`src/rtl/seven_seg_pkg.sv`:
```
// Shared types and segment constants for the 7-segment display blocks.
// Segment patterns are active-low, bit order g..a.
package seven_seg_pkg;

  typedef enum logic [1:0] {
    IDLE,
    BLANK,
    SHOW
  } state_t;

  localparam logic [7:0] CATH_OFF = 8'hFF;

  localparam logic [6:0] SEG_0     = 7'h40;
  localparam logic [6:0] SEG_1     = 7'h79;
  localparam logic [6:0] SEG_2     = 7'h24;
  localparam logic [6:0] SEG_3     = 7'h30;
  localparam logic [6:0] SEG_4     = 7'h19;
  localparam logic [6:0] SEG_5     = 7'h12;
  localparam logic [6:0] SEG_6     = 7'h02;
  localparam logic [6:0] SEG_7     = 7'h78;
  localparam logic [6:0] SEG_8     = 7'h00;
  localparam logic [6:0] SEG_9     = 7'h10;
  localparam logic [6:0] SEG_BLANK = 7'h7F;

endpackage

```
`src/rtl/bcd_seg_lut.sv`:
```
// BCD to active-low 7-segment lookup; codes 10..15 render blank.
// Purely combinational, shared by the display blocks.
module bcd_seg_lut
  import seven_seg_pkg::*;
(
  input  logic [3:0] bcd,
  output logic [6:0] seg
);

  always_comb begin
    seg = SEG_BLANK;
    unique case (bcd)
      4'd0:    seg = SEG_0;
      4'd1:    seg = SEG_1;
      4'd2:    seg = SEG_2;
      4'd3:    seg = SEG_3;
      4'd4:    seg = SEG_4;
      4'd5:    seg = SEG_5;
      4'd6:    seg = SEG_6;
      4'd7:    seg = SEG_7;
      4'd8:    seg = SEG_8;
      4'd9:    seg = SEG_9;
      default: seg = SEG_BLANK;
    endcase
  end

endmodule

```
`src/rtl/seven_seg_scan_ctrl.sv`:
```
// Multiplexed scan controller for a common-anode 7-segment display.
// Define SEVEN_SEG_LZB_EN to enable leading-zero blanking.
module seven_seg_scan_ctrl
  import seven_seg_pkg::*;
#(
  parameter int N_DIGITS  = 4,
  parameter int TICK_DIV  = 100000,
  parameter int BLANK_CYC = 16
) (
  input  logic                  clk,
  input  logic                  rst,
  input  logic                  enable,
  input  logic [4*N_DIGITS-1:0] value_in,
  input  logic [N_DIGITS-1:0]   dp_in,
  input  logic                  load_req,
  output logic                  load_ack,
  output logic                  frame_start,
  output logic [N_DIGITS-1:0]   anode,
  output logic [7:0]            cathode
);

  localparam int CNT_W = $clog2(TICK_DIV);
  localparam int IDX_W = (N_DIGITS > 1) ? $clog2(N_DIGITS) : 1;

  localparam logic [CNT_W-1:0] CNT_LAST = CNT_W'(TICK_DIV - 1);
  localparam logic [CNT_W-1:0] BLK_LAST = CNT_W'(BLANK_CYC - 1);
  localparam logic [CNT_W-1:0] SHOW_1ST = CNT_W'(BLANK_CYC);
  localparam logic [IDX_W-1:0] IDX_LAST = IDX_W'(N_DIGITS - 1);
  localparam logic [N_DIGITS-1:0] ONE   = N_DIGITS'(1);

  if (N_DIGITS < 1 || N_DIGITS > 8) begin : g_bad_ndig
    $error("N_DIGITS out of range");
  end
  if (BLANK_CYC < 1 || BLANK_CYC >= TICK_DIV) begin : g_bad_blank
    $error("BLANK_CYC out of range");
  end

  state_t             state;
  logic [IDX_W-1:0]   idx;
  logic [CNT_W-1:0]   cnt;
  logic [3:0]         dig_sh [N_DIGITS];
  logic [N_DIGITS-1:0] dp_sh;

  logic [3:0]          cur_dig;
  logic [6:0]          cur_seg;
  logic [N_DIGITS-1:0] dark;
  logic                wrap;
  logic                cap;

  assign cur_dig = dig_sh[idx];

  bcd_seg_lut u_lut (
    .bcd (cur_dig),
    .seg (cur_seg)
  );

  // Last cycle of the last digit's SHOW: the only mid-scan load point.
  assign wrap = (state == SHOW) && (cnt == CNT_LAST) && (idx == IDX_LAST);
  assign cap  = load_req && ((state == IDLE) || (enable && wrap));

  always_comb begin
    dark = '0;
`ifdef SEVEN_SEG_LZB_EN
    begin : lzb
      logic run;
      run = 1'b1;
      for (int k = N_DIGITS - 1; k > 0; k--) begin
        run     = run && (dig_sh[k] == 4'd0);
        dark[k] = run;
      end
    end
`endif
  end

  always_ff @(posedge clk) begin
    if (rst) begin
      dp_sh    <= '0;
      load_ack <= 1'b0;
      for (int k = 0; k < N_DIGITS; k++) begin
        dig_sh[k] <= 4'd0;
      end
    end else begin
      load_ack <= cap;
      if (cap) begin
        dp_sh <= dp_in;
        for (int k = 0; k < N_DIGITS; k++) begin
          dig_sh[k] <= value_in[4*k +: 4];
        end
      end
    end
  end

  always_ff @(posedge clk) begin
    if (rst) begin
      state       <= IDLE;
      idx         <= '0;
      cnt         <= '0;
      anode       <= '1;
      cathode     <= CATH_OFF;
      frame_start <= 1'b0;
    end else begin
      anode       <= '1;
      cathode     <= CATH_OFF;
      frame_start <= 1'b0;

      if (enable && state == SHOW && !dark[idx]) begin
        anode   <= ~(ONE << idx);
        cathode <= {~dp_sh[idx], cur_seg};
      end

      if (!enable) begin
        state <= IDLE;
        idx   <= '0;
        cnt   <= '0;
      end else begin
        unique case (state)
          IDLE: begin
            state <= BLANK;
            idx   <= '0;
            cnt   <= '0;
          end
          BLANK: begin
            cnt <= cnt + 1'b1;
            if (cnt == BLK_LAST) begin
              state <= SHOW;
              if (idx == '0) frame_start <= 1'b1;
            end
          end
          SHOW: begin
            if (cnt == CNT_LAST) begin
              cnt   <= '0;
              state <= BLANK;
              idx   <= (idx == IDX_LAST) ? '0 : idx + 1'b1;
            end else begin
              cnt <= cnt + 1'b1;
            end
          end
          default: begin
            state <= IDLE;
            idx   <= '0;
            cnt   <= '0;
          end
        endcase
      end
    end
  end

endmodule

```
`config.mk`:
```
export PLATFORM = sky130hd
export DESIGN_NAME = seven_seg_scan_ctrl
export DESIGN_NICKNAME = d
export VERILOG_FILES = /design/src/rtl/seven_seg_pkg.sv /design/src/rtl/bcd_seg_lut.sv /design/src/rtl/seven_seg_scan_ctrl.sv
export SDC_FILE = /design/constraint.sdc
export NUM_CORES = 1
export LEC_CHECK = 0
export CAP_MARGIN = 15
export CELL_PAD_IN_SITES_DETAIL_PLACEMENT = 1
export CELL_PAD_IN_SITES_GLOBAL_PLACEMENT = 1
export CORE_AREA = 2 2 81 83
export DETAILED_ROUTE_END_ITERATION = 8
export DIE_AREA = 0 0 83 85
export PLACE_DENSITY_LB_ADDON = 0.1
export SETUP_SLACK_MARGIN = 0.15
export SKIP_CTS_REPAIR_TIMING = 1
export SYNTH_ARGS = -nofsm -noshare
export SYNTH_HDL_FRONTEND = slang
export SYNTH_SLANG_ARGS = --single-unit
```
`constraint.sdc`:
```
create_clock -name clk -period 3.5 [get_ports clk]
set_clock_uncertainty 0.2 [all_clocks]
set_input_delay 0.7 -clock clk [delete_from_list [all_inputs] [get_ports clk]]
set_output_delay 0.7 -clock clk [all_outputs]
set_load 0.01 [all_outputs]
```
* Word-level counts from Yosys, hierarchy flattened
Memories as Yosys holds them, arrays and structs flattened. A register that Yosys moved wholly into a read port is not among the register bits.
Index checks and enable logic that the tools add are counted.
** Cells by class
- $lt $le $gt $ge :: 1
- Bitwise operators :: 10
- Equality and inequality tests :: 7
- Shift operators :: 1
- $add $sub $neg :: 2
- Mux-type cells :: 24
- Reductions and logical operators :: 15
** Operators with widths (count)
- 17-bit one-hot mux with 2 select lines :: 1
- 17-bit by 1-bit adder with 17-bit output (second input constant) :: 1
- 17-bit equality test (second input constant) :: 1
- 17-bit by 4-bit equality test with 1-bit output (second input constant) :: 1
- 17-bit two-way mux :: 1
- 4-bit two-way mux :: 4
- 2-bit two-way mux :: 6
- 1-bit two-way mux :: 8
- 1-bit logical AND :: 6
- 2-bit one-hot mux with 3 select lines :: 1
- 1-bit NOT :: 5
- 1-bit binary-select mux with 2-bit select :: 2
- 2-bit equality test (second input constant) :: 2
- 2-bit logical NOT :: 2
- 4-bit NOT :: 1
- 1-bit bitwise OR :: 4
- 2-bit one-hot mux with 2 select lines :: 1
- 2-bit AND reduction :: 2
- 2-bit OR reduction :: 2
- 4-bit OR reduction :: 1
- 1-bit by 2-bit << shifter with 4-bit output (first input constant) :: 1
- 2-bit by 3-bit less-than comparator with 1-bit output (second input constant) :: 1
- 2-bit by 1-bit adder with 2-bit output (second input constant) :: 1
- 2-bit by 1-bit equality test with 1-bit output (second input constant) :: 1
- 4 further kinds :: 4
** Storage, ports and cells
- Register bits :: 39
- Bits in read-only memories :: 112
- Memories :: 2
- Bits in writable memories :: 16
** Memory list
- (name not given) :: words 16, bits a word 7, rd ports 1, clocked after memory_dff 1, write ports 0, line bcd_seg_lut.sv:12 : unique case (bcd)
- dig_sh :: words 4, bits a word 4, rd ports 1, clocked after memory_dff 1, write ports 4, line seven_seg_scan_ctrl.sv:41 : logic [3:0] dig_sh [N_DIGITS];

* Logic depth before layout (Yosys ltp)
Gate-level depths: netlist (run 1).
- Depth in word-level cells :: 10
- Mapped depth :: 7

* Modules after synthesis
Synthesis (run 1) repeated with hierarchy kept, for this count alone.
** Second synthesis, totals
- Cells, all modules :: 248
- Area total of the unflattened synthesis :: 2637.5 sq um
** Modules (own cells, without submodules)
- seven_seg_scan_ctrl :: times used 1, seq. area each 1301.2 sq um, area each 2427.3 sq um, cells an instance 215
- bcd_seg_lut :: times used 1, seq. area each 0.0 sq um, area each 210.2 sq um, cells an instance 33

* Least setup slack after synthesis (run 1)
No wires, ideal clock.
- Kind :: reg-to-reg
- Start point :: register cnt[11]
- End point :: memory dig_sh[0][0], enable pin
- Stages on the path, launching flop included :: 7
- Data required time :: 2.966 ns
- Path slack :: 1.025 ns
- Arrival time :: 1.941 ns
- Cell sequence :: dfxtp_1 -> or4_4 -> nor4_4 -> a41oi_2 -> nor2b_1 -> buf_2 -> or2_2
** RTL lines
- start: declaration :: line seven_seg_scan_ctrl.sv:40 : logic [CNT_W-1:0] cnt;
- start signal: assignment :: line seven_seg_scan_ctrl.sv:123 : cnt <= cnt + 1'b1;
- start signal: assignment :: line seven_seg_scan_ctrl.sv:135 : cnt <= cnt + 1'b1;
- end: declaration :: line seven_seg_scan_ctrl.sv:41

==> results by group, run 1 <==
STA
  • Final min period: 2.68 ns
  • Portion of the clock cycle consumed by the worst path in the final layout: 76.7%
  • Transition time at the pin with the least slew margin: 0.664 ns
  • Final-report max-slew violation count: 0
  • Count of endpoints failing setup in the final report: 0
  • Fmax: 373 MHz
  • Setup repair after global routing missed its margin: false
  • Worst slew margin relative to its limit: 55.3%
  • Final Hold Violating Endpoints: 0
  • Setup TNS: 0 ns

Place
  • Global placer's final weighted congestion: 0.809
  • HPWL after DPL: 3850 µm
  • Dpl cells: 347
  • Port Buffers: 37

Synthesis
  • Share of flip-flops with an asynchronous set or reset after synthesis: 0%
  • Cell type with the largest total area after synthesis: dfxtp_1
  • Portion of synthesized cell area occupied by the leading cell type: 32.2%
  • Post-synth cell types: 38
  • Area of the mapped netlist: 2550 µm²
  • Count of flip-flops with a built-in enable after synthesis: 16
  • Number of storage elements in the synthesis netlist: 57
  • Gate count of the mapped netlist: 235
  • Post-synth top flop: dfxtp_1
  • Share of the yosys chip area belonging to registers: 51.0%
  • List of most frequent post-synthesis cells: dfxtp_1 (41), nor2_1 (27), nand2_1 (20)
  • Synthesis Warnings: 0
  • Average cell area after synthesis: 10.9 µm²
  • Net count after synthesis: 273
  • Dominant cell by count in the synthesized netlist: dfxtp_1
  • Most area-consuming cells after synthesis: dfxtp_1 (32%), edfxtp_1 (19%), ha_1 (6.9%)

Worst setup path
  • CP required: 3.28 ns
  • Data arrival time of the critical path: 2.47 ns
  • Biggest fanout along the worst timing path: 16
  • Kind of cell adding the most delay to the critical path: simple AND/OR/NAND/NOR gates
  • Class of the most critical setup path: reg2reg
  • Cell breakdown of the critical path: or4_4 -> nor4_4 -> a41oi_2 -> nor2b_1 -> buf_4 -> or2_2
  • Library cell contributing the largest single delay on the critical path: or4_4
  • Startpoint Class: flip-flop
  • Element type at the critical path end: flip-flop
  • Delay of the slowest cell on the worst path: 0.56 ns
  • Worst path buffer plus inverter count: 1

Clock network
  • Root buffer selected by CTS: clkbuf_8
  • Clock net sink count: 57
  • Number of buffers added by the clock tree synthesis step: 9
  • Clock edge transition at the registers on the reported setup and hold paths: 0.06 ns
  • Maximum level of the CTS H-tree: 3
  • Buffers from clock root to sink, at most: 2
  • Latest clock arrival within the worst-skew pair: 0.33 ns
  • TritonCTS clock tree: built

Finish
  • Share of cells above drive strength 1: 9.79%
  • Final standard cell count with taps included and fillers excluded: 363
  • Utilization after layout: 51.4%
  • Layout overhead on the synthesized area: 25.0%
  • Nets: 319
  • Diodes inserted: 0

Detailed routing
  • Via density per instance: 4.90
  • DRC violations left: 0
  • Antenna-violating nets left: 0
  • Wire length reported by the detailed router: 5060 µm
  • Vias after detailed routing: 1,779
  • Drt wl/cell: 13.9 µm
  • Number of search-and-repair iterations in the first detailed-routing pass: 4
  • Iteration-0 DRC Markers: 42

Global route
  • First-pass GRT wire length: 8810 µm
  • Pin count of the biggest net entering global routing: 18
  • Via count of the first global-routing pass: 1,819
  • Antenna violations before repair: 0
  • Total GRT Usage: 15.9%
  • Remaining Overflow, GRT: 0

Outcome
  • Outcome: finished clean

Pwr
  • Power density of the placed cells: 431 nW/µm²
  • Leakage Power: 1.17 nW
  • Max rail drop VDD: 0.213 mV

Flow run
  • Count of maximum capacitance violations: 0

Die
  • DIE HEIGHT: 85 µm
  • Starting utilization of the core area: 41.1%
  • Overall die area: 7060 µm²
  • FP Rows: 29
  • Die Wd: 83 µm
  • Number of placed I/O pins: 38
  • Core Box Area: 6200 µm²

Min path
  • Type of the most critical hold path: reg2reg
## through the flow
step                      hold slack [ns]  area (µm²)  setup WS [ns]  power (mW)
after detailed placement            0.254        3010          0.805       0.824
after floorplan                     0.226        2550           1.03       0.779
after global routing                0.297        3190          0.597        1.44
final                               0.260        3190          0.817        1.37
after CTS                           0.268        3190          0.791        1.40
after global placement              0.238        3010          0.871       0.820
## where the power goes
part | switching (mW) | internal [mW] | total [mW]
combinational | 0.0434 | 0.0569 | 0.100
sequential | 0.00716 | 0.700 | 0.707
clock | 0.245 | 0.322 | 0.567
## path summary, 6_finish.rpt
check	startpoint	endpoint	slack, ns	cells after the start
setup / recovery	cnt[11]$_SDFF_PP0_	dig_sh[2][1]$_SDFFCE_PN0P_	0.82	6
setup reg to reg	cnt[11]$_SDFF_PP0_	dig_sh[2][1]$_SDFFCE_PN0P_	0.82	6
hold reg to reg	cnt[0]$_SDFF_PP0_	cnt[0]$_SDFF_PP0_	0.26	1
hold / removal	cnt[0]$_SDFF_PP0_	cnt[0]$_SDFF_PP0_	0.26	1
## layout make-up
type                    instances  area (µm²)
clock buffers                  11         131
well taps                      77        96.3
inverters                       9        33.8
multi-input cells             164        1190
clock inverters                 5        47.5
fillers                       698        3010
repair buffers                 40         393
flip-flops and latches         57        1300
## metal layers
| metal | wire length, µm | up-vias | track usage [%] |
|---|---|---|---|
| li1 | - | 898 | - |
| met1 | 2380 | 838 | 20.1 |
| met2 | 2460 | 37 | 25.7 |
| met3 | 197 | 6 | 5.16 |
| met4 | 27 | 0 | 5.22 |
| met5 | 0 | - | 0 |
## logic make-up after synthesis
family	after synthesis	share of synthesized area [%]
and+or+nand+nor	106	22.5
DFF	57	51.0
xor gates and xnor gates	16	5.49
AOI/OAI and AO/OA	15	4.17
buffers and inverters	14	2.45
adders and majority gates	14	6.86
muxes	13	7.60
## sequential cells by signal, indices dropped and copies added (netlist names), named ones only
register     cells
anode            4
cathode          8
cnt             17
dig_sh          16
dp_sh            4
frame_start      1
idx              2
load_ack         1
state            2
## cells in the final DEF (no fill, tap or decap), types with 3 or more instances in the layout
cell	n
nor3_1	5
edfxtp_1	16
inv_1	9
nand2_1	20
mux4_2	5
nor4_1	3
xnor2_1	6
dfxtp_1	41
nand4_1	5
nor2_1	27
xor2_1	10
buf_4	3
o21ai_0	6
ha_1	14
clkdlybuf4s50_1	37
nand2b_1	12
nand3_1	5
and2_1	17
and3_1	3
mux2i_1	7
clkbuf_8	9
(Power assumes the default switching activity.)
==> run 2, diff against run 1 <==
--- a/config.mk
+++ b/config.mk
@@ -8,9 +8,9 @@
 export CAP_MARGIN = 15
 export CELL_PAD_IN_SITES_DETAIL_PLACEMENT = 1
 export CELL_PAD_IN_SITES_GLOBAL_PLACEMENT = 1
-export CORE_AREA = 2 2 81 83
+export CORE_AREA = 2 2 85 87
 export DETAILED_ROUTE_END_ITERATION = 8
-export DIE_AREA = 0 0 83 85
+export DIE_AREA = 0 0 87 89
 export PLACE_DENSITY_LB_ADDON = 0.1
 export SETUP_SLACK_MARGIN = 0.15
 export SKIP_CTS_REPAIR_TIMING = 1
==> constraint.sdc (replaced) <==
create_clock -name clk -period 2.3 [get_ports clk]
set_clock_uncertainty 0.2 [all_clocks]
set_input_delay 0.46 -clock clk [delete_from_list [all_inputs] [get_ports clk]]
set_output_delay 0.46 -clock clk [all_outputs]
set_load 0.01 [all_outputs]
==> run 2 against run 1 <==
Compared with the run above:
- via count up 5.8%
- largest power group is now the clock network
- design area up 9.7%
- hold slack better by 0.013 ns
- sequential share of layout area down 3.5 points
- final cell count up 8.3%
==> results by group, run 2 (synthesis gave the netlist of run 1 again) <==
Clock network
  • Buffers from clock root to sink, at most: 2 (unchanged)
  • Maximum level of the CTS H-tree: 3 (unchanged)
  • Latest clock arrival within the worst-skew pair: 0.34 ns (about the same)
  • Number of buffers added by the clock tree synthesis step: 9 (unchanged)
  • Clock net sink count: 57 (unchanged)
  • TritonCTS clock tree: built
  • Clock edge transition at the registers on the reported setup and hold paths: 0.06 ns (about the same)
  • Root buffer selected by CTS: clkbuf_8

Die
  • Die Wd: 87 µm (+4.8%)
  • Core Box Area: 6720 µm² (+8.3%)
  • Number of placed I/O pins: 38 (unchanged)
  • FP Rows: 30 (+3.4%)
  • Overall die area: 7740 µm² (+9.8%)
  • DIE HEIGHT: 89 µm (+4.7%)
  • Starting utilization of the core area: 38.0% (-3.1 points)

Detailed routing
  • Drt wl/cell: 14.0 µm (+0.27%)
  • Wire length reported by the detailed router: 5490 µm (+8.6%)
  • Antenna-violating nets left: 0 (unchanged)
  • Number of search-and-repair iterations in the first detailed-routing pass: 4 (unchanged)
  • Iteration-0 DRC Markers: 41 (-2.4%)
  • DRC violations left: 0 (unchanged)
  • Via density per instance: 4.79 (-2.3%)
  • Vias after detailed routing: 1,882 (+5.8%)

Worst setup path
  • Library cell contributing the largest single delay on the critical path: or4_4
  • Data arrival time of the critical path: 2.13 ns (-0.34 ns)
  • Class of the most critical setup path: reg2reg
  • CP required: 2.14 ns (-1.14 ns)
  • Worst R2R Start: cnt[12]$_SDFF_PP0_
  • Delay of the slowest cell on the worst path: 0.54 ns (-0.02 ns)
  • Worst path buffer plus inverter count: 0 (-1)
  • Biggest fanout along the worst timing path: 8 (-8)
  • Kind of cell adding the most delay to the critical path: simple AND/OR/NAND/NOR gates
  • Cell breakdown of the critical path: or4_4 -> nor4_4 -> a41oi_2 -> nor2b_2 -> or2_4
  • Startpoint Class: flip-flop
  • Element type at the critical path end: flip-flop
  • Worst Setup SP: cnt[12]$_SDFF_PP0_

Finish
  • Register containing the most flip-flops in the final layout: cnt
  • Largest regs: cnt: 17 flops, dig_sh: 16 flops, cathode: 8 flops
  • Diodes inserted: 0 (unchanged)
  • Finished layout cell area: 3500 µm² (+9.7%)
  • Nets: 346 (+8.5%)
  • Final standard cell count with taps included and fillers excluded: 393 (+8.3%)
  • Share of cells above drive strength 1: 20.1% (+10 points)
  • Filler cell count: 740 (+6.0%)
  • Top library cells by usage in the layout, fill and taps aside: dfxtp_1 (37), clkdlybuf4s50_1 (37), buf_4 (27)
  • Layout overhead on the synthesized area: 37.2%
  • Utilization after layout: 52.1% (+0.66 points)
  • Max FFs per register: 17 (unchanged)

STA
  • Worst slew margin relative to its limit: 74.2% (+19 points)
  • Final-report max-slew violation count: 0 (unchanged)
  • Portion of the clock cycle consumed by the worst path in the final layout: 99.3% (+23 points)
  • Final Hold Violating Endpoints: 0 (unchanged)
  • Fmax: 438 MHz (+17%)
  • Setup repair after global routing missed its margin: true
  • Setup TNS: 0 ns (unchanged)
  • Transition time at the pin with the least slew margin: 0.384 ns (-0.281 ns)
  • Count of endpoints failing setup in the final report: 0 (unchanged)
  • Hold_ws: 0.273 ns (+0.0130 ns)
  • Final min period: 2.28 ns (-0.400 ns)
  • Min setup slack post-route: 0.0162 ns (-0.800 ns)

Global route
  • First-pass GRT wire length: 9070 µm (+2.9%)
  • Pin count of the biggest net entering global routing: 18 (unchanged)
  • Via count of the first global-routing pass: 1,898 (+4.3%)
  • Remaining Overflow, GRT: 0 (unchanged)
  • Antenna violations before repair: 0 (unchanged)
  • Total GRT Usage: 15.7% (-0.18 points)

Pwr
  • Net switching fraction of the power: 20.2% (-1.3 points)
  • Internal Dissipation: 1.87 mW (+73%)
  • Fraction of power consumed by combinational cells: 7.2% (about the same)
  • Net switching power: 473 µW (+60%)
  • Max rail drop VDD: 0.385 mV (+81%)
  • Tot Pwr: 2.34 mW (+70%)
  • Sequential fraction of design power: 45.8% (-5.7 points)
  • Share of total power in the clock network: 47.0% (+5.8 points)
  • Power density of the placed cells: 669 nW/µm² (+55%)
  • Leakage Power: 1.35 nW (+15%)

Place
  • HPWL after DPL: 4130 µm (+7.4%)
  • Global placer's final weighted congestion: 0.841 (+3.9%)
  • Post-placement cell area: 3230 µm² (+7.3%)
  • Dpl cells: 374 (+7.8%)
  • Worst setup timing slack at the placement stage: -0.0714 ns (-0.877 ns)
  • Port Buffers: 37 (unchanged)

Outcome
  • Outcome: finished clean

Min path
  • Type of the most critical hold path: reg2reg
  • Start point of the worst hold path: dp_sh[2]$_SDFFE_PP0P_

Flow run
  • Count of maximum capacitance violations: 0 (unchanged)
run 2: cell types whose count changed in the layout (fill, tap and decap cells not counted), sizes merged:
cell	before	now
clkinvlp	0	1
bufinv	1	3
clkbuf	11	9
clkinv	4	3
or2	1	2
buf	3	29
run 2: per-layer routing:
layer  up-vias  GRT usage [%]  share of wire [%]
li1        959              -                  -
met1       887           19.2                 46
met2        27           26.2                 50
met3         9           3.32                2.8
met4         0           8.10                1.7
met5         -              0                  0
run 2: worst reg2reg max path, delay by kind of cell, from the launching register on:
kind,cells,cell delay [ns]
flip-flops,1,0.31
AO/OA/AOI/OAI,1,0.21
AND/OR/NAND/NOR,4,1.26
run 2: final cells by class:
type                    instances  area [µm²]  share of cell area [%]
clock inverters                 7         109                    3.11
repair buffers                 66         613                    17.5
flip-flops and latches         57        1310                    37.3
multi-input cells             165        1210                    34.7
well taps                      80         100                    2.86
inverters                       9        33.8                   0.965
clock buffers                   9         124                    3.54
run 2: path summary, 6_finish.rpt:
kind,endpoint,slack [ns],cells after the start
min reg2reg,dp_sh[2]$_SDFFE_PP0P_,0.27,2
min,dp_sh[2]$_SDFFE_PP0P_,0.27,2
max,dig_sh[2][1]$_SDFFCE_PN0P_,0.02,5
max reg2reg,dig_sh[2][1]$_SDFFCE_PN0P_,0.02,5
run 2: power by group through the flow:
stage	sequential (mW)	clock (mW)	combinational (mW)
finish	1.07	1.10	0.168
global placement	1.10	0	0.161
detailed placement	1.10	0	0.163
CTS	1.07	1.13	0.165
floorplan	1.09	0	0.0943
global route	1.08	1.17	0.187
==> run 3, diff against run 2 <==
--- a/config.mk
+++ b/config.mk
@@ -5,15 +5,12 @@
 export SDC_FILE = /design/constraint.sdc
 export NUM_CORES = 1
 export LEC_CHECK = 0
-export CAP_MARGIN = 15
 export CELL_PAD_IN_SITES_DETAIL_PLACEMENT = 1
 export CELL_PAD_IN_SITES_GLOBAL_PLACEMENT = 1
 export CORE_AREA = 2 2 85 87
 export DETAILED_ROUTE_END_ITERATION = 8
 export DIE_AREA = 0 0 87 89
 export PLACE_DENSITY_LB_ADDON = 0.1
-export SETUP_SLACK_MARGIN = 0.15
-export SKIP_CTS_REPAIR_TIMING = 1
 export SYNTH_ARGS = -nofsm -noshare
 export SYNTH_HDL_FRONTEND = slang
 export SYNTH_SLANG_ARGS = --single-unit
==> run 3 against run 2 <==
Compared with the run above:
- first-iteration DRC count is 2.4% higher
- die area is the same
- maximum frequency shrank 0.42%
- largest power group is now registers
- sequential power about the same
- hold slack gained 0.019 ns
- non-clock buffer count down 2
- clock power is 14% lower
- wire length down 0.80%
- combinational power hardly changed
- design area shrank 1.3%
==> results by group, run 3 (synthesis gave the netlist of run 1 again) <==
Outcome
  • Outcome: finished clean

Worst setup path
  • CP required: 2.15 ns (about the same)
  • Startpoint Class: flip-flop
  • Data arrival time of the critical path: 2.14 ns (about the same)
  • Setup slack of the most critical reg-to-reg path: 0.006 ns (about the same)
  • Element type at the critical path end: flip-flop
  • Count of cells along the worst register-to-register path: 5 (unchanged)
  • Cell breakdown of the critical path: or4_4 -> nor4_4 -> a41oi_2 -> nor2b_4 -> or2_4
  • Delay of the slowest cell on the worst path: 0.54 ns (about the same)
  • Worst R2R Start: cnt[12]$_SDFF_PP0_
  • Class of the most critical setup path: reg2reg
  • Library cell contributing the largest single delay on the critical path: or4_4
  • End of the worst register-to-register path: dig_sh[0][3]$_SDFFCE_PN0P_
  • Worst Setup SP: cnt[12]$_SDFF_PP0_
  • Biggest fanout along the worst timing path: 8 (unchanged)

Clock network
  • TritonCTS clock tree: built
  • Total setup buffers inserted after CTS: 0
  • Buffers from clock root to sink, at most: 2 (unchanged)
  • Number of buffers inserted for hold repair after clock tree synthesis: 0
  • Maximum level of the CTS H-tree: 3 (unchanged)
  • Clock net sink count: 57 (unchanged)
  • Root buffer selected by CTS: clkbuf_8
  • Number of buffers added by the clock tree synthesis step: 9 (unchanged)
  • Clock edge transition at the registers on the reported setup and hold paths: 0.08 ns (+0.02 ns)
  • Latest clock arrival within the worst-skew pair: 0.35 ns (about the same)

Die
  • DIE HEIGHT: 89 µm (unchanged)
  • Number of placed I/O pins: 38 (unchanged)
  • Core Box Area: 6720 µm² (unchanged)
  • Overall die area: 7740 µm² (unchanged)
  • FP Rows: 30 (unchanged)
  • Starting utilization of the core area: 38.0% (unchanged)
  • Die Wd: 87 µm (unchanged)

Place
  • Dpl cells: 374 (unchanged)
  • Port Buffers: 37 (unchanged)
  • Worst setup timing slack at the placement stage: -0.0833 ns (-0.0120 ns)
  • Post-placement cell area: 3230 µm² (unchanged)
  • Global placer's final weighted congestion: 0.815 (-3.1%)
  • HPWL after DPL: 4130 µm (-0.13%)

Finish
  • Top library cells by usage in the layout, fill and taps aside: dfxtp_1 (38), clkdlybuf4s50_1 (37), nor2_1 (27)
  • Utilization after layout: 51.5% (-0.65 points)
  • Layout overhead on the synthesized area: 35.4%
  • Register containing the most flip-flops in the final layout: cnt
  • Diodes inserted: 0 (unchanged)
  • Final standard cell count with taps included and fillers excluded: 391 (-0.51%)
  • Filler cell count: 723 (-2.3%)
  • Share of cells above drive strength 1: 19.9% (-0.19 points)
  • Finished layout cell area: 3460 µm² (-1.3%)
  • Nets: 344 (-0.58%)
  • Max FFs per register: 17 (unchanged)
  • Largest regs: cnt: 17 flops, dig_sh: 16 flops, cathode: 8 flops
  • Leading cell type in the layout, fill and taps excluded: dfxtp_1

Global route
  • Remaining Overflow, GRT: 0 (unchanged)
  • Via count of the first global-routing pass: 2,000 (+5.4%)
  • Total GRT Usage: 16.3% (+0.59 points)
  • Antenna violations before repair: 0 (unchanged)
  • Pin count of the biggest net entering global routing: 18 (unchanged)
  • First-pass GRT wire length: 9430 µm (+4.0%)

STA
  • Fmax: 436 MHz (-0.42%)
  • Min setup slack post-route: 0.00646 ns (-0.00970 ns)
  • Portion of the clock cycle consumed by the worst path in the final layout: 99.7% (+0.42 points)
  • Transition time at the pin with the least slew margin: 0.376 ns (-0.00750 ns)
  • Final-report max-slew violation count: 0 (unchanged)
  • Setup repair after global routing missed its margin: true
  • Setup TNS: 0 ns (unchanged)
  • Final Hold Violating Endpoints: 0 (unchanged)
  • Final min period: 2.29 ns (+0.00970 ns)
  • Worst slew margin relative to its limit: 74.7% (+0.50 points)
  • Count of endpoints failing setup in the final report: 0 (unchanged)

Min path
  • Min-Delay Path Depth: 2 (unchanged)
  • WHS Endpoint: dp_sh[3]$_SDFFE_PP0P_
  • Start point of the worst hold path: dp_sh[3]$_SDFFE_PP0P_
  • Type of the most critical hold path: reg2reg

Detailed routing
  • Iteration-0 DRC Markers: 42 (+2.4%)
  • Drt wl/cell: 13.9 µm (-0.29%)
  • DRC violations left: 0 (unchanged)
  • Vias after detailed routing: 1,850 (-1.7%)
  • Via density per instance: 4.73 (-1.2%)
  • Number of search-and-repair iterations in the first detailed-routing pass: 4 (unchanged)
  • Wire length reported by the detailed router: 5450 µm (-0.80%)
  • Antenna-violating nets left: 0 (unchanged)

Pwr
  • Max rail drop VDD: 0.421 mV (+9.3%)
  • Leakage Power: 1.33 nW (-1.6%)
  • Power density of the placed cells: 634 nW/µm² (-5.3%)

Flow run
  • Count of maximum capacitance violations: 0 (unchanged)
run 3: changes by cell type in the layout (fill, tap and decap cells not counted), sizes merged:
cell	before	now
clkbuf	9	10
clkinvlp	1	2
bufinv	3	1
buf	29	27
run 3: worst max-delay path by stage:
stage	end	depth (start not counted)
3_5_place_dp	dig_sh[1][2]$_SDFFCE_PN0P_	5
5_1_grt	dig_sh[0][3]$_SDFFCE_PN0P_	5
4_1_cts	dig_sh[2][3]$_SDFFCE_PN0P_	5
3_3_place_gp	dig_sh[2][2]$_SDFFCE_PN0P_	5
2_1_floorplan	dig_sh[0][0]$_SDFFCE_PN0P_	6
6_report	dig_sh[0][3]$_SDFFCE_PN0P_	5
run 3: final cells by class:
class,instances,area [µm²],area share [%]
multi-input combinational,165,1210,35.0
clock inverter,6,67.6,1.95
tap,80,100,2.90
clock buffer,10,138,3.98
timing repair buffer,64,602,17.4
sequential,57,1310,37.7
inverter,9,33.8,0.977
run 3: timing repair:
action / in CTS / in global routing
cloned: 1 / 0
resized for setup: 2 / 2
pin swaps: 4 / 2
setup endpoints to repair: 16 / 36
run 3: through the flow:
step / hold WS (ns) / total power, mW
final: 0.292 / 2.19
after global routing: 0.315 / 2.29
after CTS: 0.296 / 2.23
after detailed placement: 0.286 / 1.26
after global placement: 0.260 / 1.26
after floorplan: 0.226 / 1.19
run 3: report_power, final:
group | switching [mW] | internal (mW) | leakage (nW) | total (mW)
Clock | 0.418 | 0.530 | 0.0985 | 0.949
Combinational | 0.0712 | 0.0967 | 0.720 | 0.168
Sequential | 0.00938 | 1.06 | 0.508 | 1.07
run 3: worst max-delay path: cells and delay by family, from the launching register on:
kind / cells / cell delay [ns]
flip-flops: 1 / 0.31
AND/OR/NAND/NOR: 4 / 1.25
AO/OA/AOI/OAI: 1 / 0.25
run 3: layer usage:
layer | vias up | part of all wire, % | GRT usage [%]
met3 | 8 | 3.7 | 6.37
met4 | 0 | 1.4 | 5.54
met1 | 861 | 44 | 19.3
li1 | 949 | - | -
met2 | 32 | 51 | 27.1
met5 | - | 0 | 0
